File: config.mk
export PLATFORM = sky130hd
export DESIGN_NAME = pulse_out_arb
export DESIGN_NICKNAME = d
export VERILOG_FILES = /design/src/rtl/pulse_out_arb.sv
export SDC_FILE = /design/constraint.sdc
export NUM_CORES = 1
export LEC_CHECK = 0
export CAP_MARGIN = 30
export CORE_ASPECT_RATIO = 1.25
export CORE_UTILIZATION = 54
export CTS_BUF_LIST = sky130_fd_sc_hd__clkbuf_4
export DETAILED_ROUTE_END_ITERATION = 16
export GPL_ROUTABILITY_DRIVEN = 0
export PLACE_DENSITY = 0.76
export SYNTH_ARGS = -nofsm -noshare
export SYNTH_HDL_FRONTEND = slang
export SYNTH_SLANG_ARGS = --single-unit
File: constraint.sdc
create_clock -name clk -period 13.15 [get_ports clk]
set_input_delay 2.63 -clock clk [delete_from_list [all_inputs] [get_ports clk]]
set_output_delay 2.63 -clock clk [all_outputs]
set_load 0.02 [all_outputs]
File: src/rtl/pulse_out_arb.sv
// pulse_out_arb
// Collects signed samples from a pulse simulator on two channels (truth and
// readout), buffers each channel in its own FIFO and merges them onto a single
// valid/ready output with round-robin arbitration.
//
// Ports
//   clk        single clock, rising edge
//   rst        asynchronous reset, active low
//   in_en      write strobes: bit 0 truth channel, bit 1 readout channel
//   in_data    signed sample shared by both channels
//   out_valid  out_data/out_ch hold a word
//   out_ready  consumer accepts the word when high together with out_valid
//   out_data   granted sample
//   out_ch     channel of out_data (0 = truth, 1 = readout)
//   ovf        sticky per-channel overflow flags
//   clr_ovf    synchronous clear of ovf (and of the drop counters)
//   drop0/1    16-bit saturating drop counters, only when
//              PULSE_ARB_DROPCNT_EN is defined
//
// Output stage states
//   S_EMPTY | no word held, out_valid = 0
//   S_FULL  | word held in out_data/out_ch, out_valid = 1
module pulse_out_arb #(
  parameter int DW    = 23,
  parameter int DEPTH = 8
) (
  input  logic                 clk,
  input  logic                 rst,
  input  logic [1:0]           in_en,
  input  logic signed [DW-1:0] in_data,
  output logic                 out_valid,
  input  logic                 out_ready,
  output logic signed [DW-1:0] out_data,
  output logic                 out_ch,
  output logic [1:0]           ovf,
  input  logic                 clr_ovf
`ifdef PULSE_ARB_DROPCNT_EN
  ,
  output logic [15:0]          drop0,
  output logic [15:0]          drop1
`endif
);

  localparam int AW = $clog2(DEPTH);
  localparam logic [AW:0] FULL_CNT = (AW+1)'(DEPTH);

  typedef enum logic {S_EMPTY, S_FULL} state_t;

  state_t             state;
  logic               last;
  logic [DW-1:0]      mem [2][DEPTH];
  logic [AW-1:0]      wr_ptr [2];
  logic [AW-1:0]      rd_ptr [2];
  logic [AW:0]        cnt [2];

  logic [1:0]         nonempty;
  logic [1:0]         full;
  logic [1:0]         pop;
  logic [1:0]         push_ok;
  logic [1:0]         drop;
  logic               grant;
  logic               pop_any;
  logic [DW-1:0]      head;

  always_comb begin
    for (int k = 0; k < 2; k++) begin
      nonempty[k] = (cnt[k] != '0);
      full[k]     = (cnt[k] == FULL_CNT);
    end
    // Tie goes to the channel not granted last; otherwise the lone non-empty
    // channel wins (nonempty[1] is 1 exactly when only readout has data).
    grant   = (&nonempty) ? ~last : nonempty[1];
    pop_any = ((state == S_EMPTY) || out_ready) && (|nonempty);
    pop[0]  = pop_any && !grant;
    pop[1]  = pop_any && grant;
    for (int k = 0; k < 2; k++) begin
      // A pop from a full FIFO frees the slot at the same edge.
      push_ok[k] = in_en[k] && (!full[k] || pop[k]);
      drop[k]    = in_en[k] && full[k] && !pop[k];
    end
    head = mem[grant][rd_ptr[grant]];
  end

  always_ff @(posedge clk) begin
    for (int k = 0; k < 2; k++) begin
      if (push_ok[k]) mem[k][wr_ptr[k]] <= in_data;
    end
  end

  always_ff @(posedge clk or negedge rst) begin
    if (!rst) begin
      for (int k = 0; k < 2; k++) begin
        wr_ptr[k] <= '0;
        rd_ptr[k] <= '0;
        cnt[k]    <= '0;
      end
    end else begin
      for (int k = 0; k < 2; k++) begin
        if (push_ok[k]) wr_ptr[k] <= wr_ptr[k] + 1'b1;
        if (pop[k])     rd_ptr[k] <= rd_ptr[k] + 1'b1;
        cnt[k] <= cnt[k] + {{AW{1'b0}}, push_ok[k]} - {{AW{1'b0}}, pop[k]};
      end
    end
  end

  always_ff @(posedge clk or negedge rst) begin
    if (!rst) begin
      ovf <= '0;
    end else begin
      ovf <= (ovf & ~{2{clr_ovf}}) | drop;
    end
  end

`ifdef PULSE_ARB_DROPCNT_EN
  logic [15:0] drop_cnt [2];

  always_ff @(posedge clk or negedge rst) begin
    if (!rst) begin
      drop_cnt[0] <= '0;
      drop_cnt[1] <= '0;
    end else begin
      for (int k = 0; k < 2; k++) begin
        if (clr_ovf)
          drop_cnt[k] <= {15'd0, drop[k]};
        else if (drop[k] && (drop_cnt[k] != 16'hFFFF))
          drop_cnt[k] <= drop_cnt[k] + 16'd1;
      end
    end
  end

  assign drop0 = drop_cnt[0];
  assign drop1 = drop_cnt[1];
`endif

  always_ff @(posedge clk or negedge rst) begin
    if (!rst) begin
      state     <= S_EMPTY;
      out_valid <= 1'b0;
      out_data  <= '0;
      out_ch    <= 1'b0;
      last      <= 1'b1;
    end else begin
      if (pop_any) begin
        out_data <= head;
        out_ch   <= grant;
        last     <= grant;
      end
      case (state)
        S_EMPTY: begin
          if (pop_any) begin
            state     <= S_FULL;
            out_valid <= 1'b1;
          end
        end
        S_FULL: begin
          if (out_ready && !pop_any) begin
            state     <= S_EMPTY;
            out_valid <= 1'b0;
          end
        end
        default: begin
          state     <= S_EMPTY;
          out_valid <= 1'b0;
        end
      endcase
    end
  end

endmodule
==> summary.txt <==
Critical path
  – Arrival time of the worst setup path: 4.94 ns
  – Required time at the endpoint of the critical path: 13.55 ns
  – Endpoint of the lowest-slack register-to-register path: mem[1][152]
  – Kind of critical path: primary input to flip-flop
  – Reg-to-reg setup timing slack: 9.94 ns
  – Reg2reg start: cnt[6]
  – Reg2Reg Depth: 7
  – Element type at the critical path end: flip-flop
  – Largest fanout on the critical path: 15
  – Launching element type of the critical path: primary input

Placement
  – Worst-case setup slack after placement: 7.85 ns
  – Placed cell count: 1196
  – Half-perimeter wire length of the detailed placement result: 18500 um
  – Port Buf Inserts: 55

Clock tree
  – CTS tree: done
  – Clock insertion delay at the later pin of the skew report: 0.73 ns
  – Number of clock buffers inserted by TritonCTS: 94
  – Number of buffers inserted to repair setup after CTS: 0
  – H-tree depth reported by CTS: 3
  – Maximum buffer depth of the clock tree: 3
  – Post-cts gate resize count: 0
  – Hold-fix buffers, CTS: 0
  – Register clock-pin slew on the reported worst setup and hold paths: 0.07 ns
  – Buffer type at the clock tree root: clkbuf_4
  – Total clock sinks: 417

Synthesis
  – Main flop type after synthesis: edfxtp_1
  – Async SR Flop Fraction: 11.8%
  – Post-Synthesis Net Count: 799
  – Mapped Cells: 752
  – Cell types with the largest area share after synthesis: edfxtp_1, mux4_2, dfrtp_1
  – Synth Area per Inst: 21.6 um2
  – Number of enable flip-flop cells after synthesis: 368
  – Combined area of all synthesized cells: 16300 um2
  – Fraction of the yosys area taken by sequential cells: 75.5%
  – Count of cell types in the netlist: 45
  – Library cell occupying the most area in the post-synthesis netlist: edfxtp_1
  – Number of register bits inferred by synthesis: 417
  – Count of warnings emitted by yosys: 0
  – Fraction of synthesized cell area taken by the top area cell type: 68.0%

STA
  – Accumulated negative setup slack: 0 ns
  – Maximum operating frequency: 220 MHz
  – Worst hold slack: 0.475 ns
  – Relative slew margins: 33.1%
  – Skew final: 0.0302 ns
  – Final critical-path required period: 4.55 ns
  – Final period util: 34.6%
  – Tightest Pin Transition: 1.00 ns
  – Unrepaired setup endpoints after global routing: no
  – Fin. max-slew vios: 0
  – Hold violation total from the final report: 0
  – Post-layout worst setup margin: 8.60 ns
  – Number of endpoints failing setup at the final stage: 0

Die
  – Die footprint: 30800 um2
  – Effective utilization at floorplan: 55.2%
  – Number of ports placed on the die boundary: 56
  – Die Y-Extent: 196 um
  – Floorplan core area: 29400 um2
  – Die width: 157 um
  – Number of cell rows: 70

Global routing
  – Pin count of the biggest net entering global routing: 50
  – Global-route wire length before repair: 51000 um
  – Number of antenna violations at the first check in global routing: 1
  – Vias in the first global route: 8715
  – Overall routing resource usage: 23.1%
  – Total gr overflow: 0

Job
  – Number of maximum-capacitance constraint violations: 0

Final layout
  – Proportion of layout cells with a drive suffix above 1: 31.4%
  – Number of nets in the layout: 943
  – Synth-to-layout area growth: 14.2%
  – Number of standard cells in the layout, taps in and fillers out: 1367
  – # fillers: 2053

Route
  – Final ANT Viol Nets: 0
  – Number of detailed-route iterations in the first pass: 4
  – DRT iter0 DRCs: 694
  – Total wire length: 33500 um
  – DRC violations left: 0
  – Number of vias per cell after detailed routing: 5.87
  – Detailed-route via count: 8031
  – Routed wirelength normalized by instance count: 24.5 um

Min path
  – Hold Crit Depth: 1
  – Tightest Hold Check Type: flip-flop to flip-flop
  – Beginning of the worst hold path: state
  – Sink of the worst hold path: out_valid

Power
  – Standby leakage power: 6.30 nW
  – Total power after layout: 0.00412 W
  – Power density over the cells: 222 nW/um2
  – Maximum resistive drop on vdd: 0.136 mV

Run status
  – Status: complete, no violations
[state kept, by name (all words and copies together), names as in the netlist]
| name | flops |
|---|---|
| state | 1 |
| ovf | 2 |
| cnt | 8 |
| out_valid | 1 |
| mem | 368 |
| out_data | 23 |
| last | 1 |
| rd_ptr | 6 |
| wr_ptr | 6 |
| out_ch | 1 |
[report_power, final]
| part | internal [W] | switching (W) |
|---|---|---|
| Clock | 0.000508 | 0.000481 |
| Sequential | 0.00170 | 0.000139 |
| Combinational | 0.000599 | 0.000692 |
[cells in the mapped netlist (4+ instances only)]
| master | count |
|---|---|
| buf_6 | 4 |
| mux4_2 | 92 |
| dfrtp_1 | 48 |
| nor3_1 | 8 |
| a21oi_1 | 5 |
| clkbuf_1 | 10 |
| buf_2 | 12 |
| ha_1 | 16 |
| xnor2_1 | 7 |
| nor2_1 | 32 |
| a221oi_1 | 20 |
| xor2_1 | 5 |
| nand2b_1 | 6 |
| mux2i_1 | 46 |
| nand2_1 | 14 |
| edfxtp_1 | 368 |
| inv_1 | 15 |
[through the flow]
stage / cell area [um2] / utilization, %
3_3_place_gp: 17300 / 58.9
3_5_place_dp: 17400 / 59.0
4_1_cts: 18600 / 63.1
2_1_floorplan: 16300 / -
6_report: 18600 / 63.1
5_1_grt: 18600 / 63.1
[worst max path at each step]
stage / endpoint / depth (start not counted) / from / slack [ns]
floorplan: mem[0][161] / 5 / out_ready / 7.28
global placement: cnt[3] / 10 / out_ready / 7.94
detailed placement: cnt[3] / 10 / out_ready / 7.85
CTS: cnt[3] / 10 / out_ready / 8.62
global route: cnt[3] / 10 / out_ready / 8.43
finish: mem[1][152] / 6 / out_ready / 8.60
[critical path: stages]
cell             delay [ns]
clkdlybuf4s50_1        0.50
nor2b_1                0.14
a211oi_2               0.32
o21ai_2                0.20
nor3_2                 0.73
buf_4                  0.40
[routing by layer]
layer	GRT usage, %	up-vias	routed length [um]
met5	0	-	0
met4	8.70	0	798
met3	5.01	56	2110
met2	39.8	325	17800
met1	28.7	4200	12800
li1	-	3450	-
[placed cells by master, fill, tap and decap left out, drive strengths merged, types with 3 or more instances in the layout]
cell,Yosys,layout
edfxtp,368,368
clkbuf,10,139
mux4,92,92
clkdlybuf4s50,0,54
dfrtp,48,48
mux2i,46,46
nor2,32,32
buf,22,26
clkinv,0,26
a221oi,23,23
inv,16,19
ha,16,16
nand2,14,14
nor3,8,8
xnor2,7,7
nand2b,6,6
xor2,5,5
a21oi,5,5
o211ai,4,4
nand3,3,3
mux2,3,3
o21ai,3,3
a21o,3,3
[kinds of logic after synthesis]
logic type               after synthesis  share of synthesized area (%)
adder cells (fa/ha/maj)               18                           1.48
AO/OA/AOI/OAI                         46                           2.77
XOR/XNOR                              12                          0.646
multiplexers                         141                           15.8
buffers and inverters                 48                           1.80
flip-flops                           417                           75.5
AND/OR/NAND/NOR                       70                           2.00
[cell type report]
class / instances / area, um2 / area share, %
Antenna cell: 1 / 2.50 / 0.0135
Tap cell: 396 / 495 / 2.67
Clock buffer: 139 / 1040 / 5.62
Multi-Input combinational cell: 287 / 3760 / 20.2
Sequential cell: 417 / 12300 / 66.2
Timing Repair Buffer: 80 / 753 / 4.06
Inverter: 16 / 60.1 / 0.323
Clock inverter: 31 / 168 / 0.903
Power figures use the tool's default switching activity.
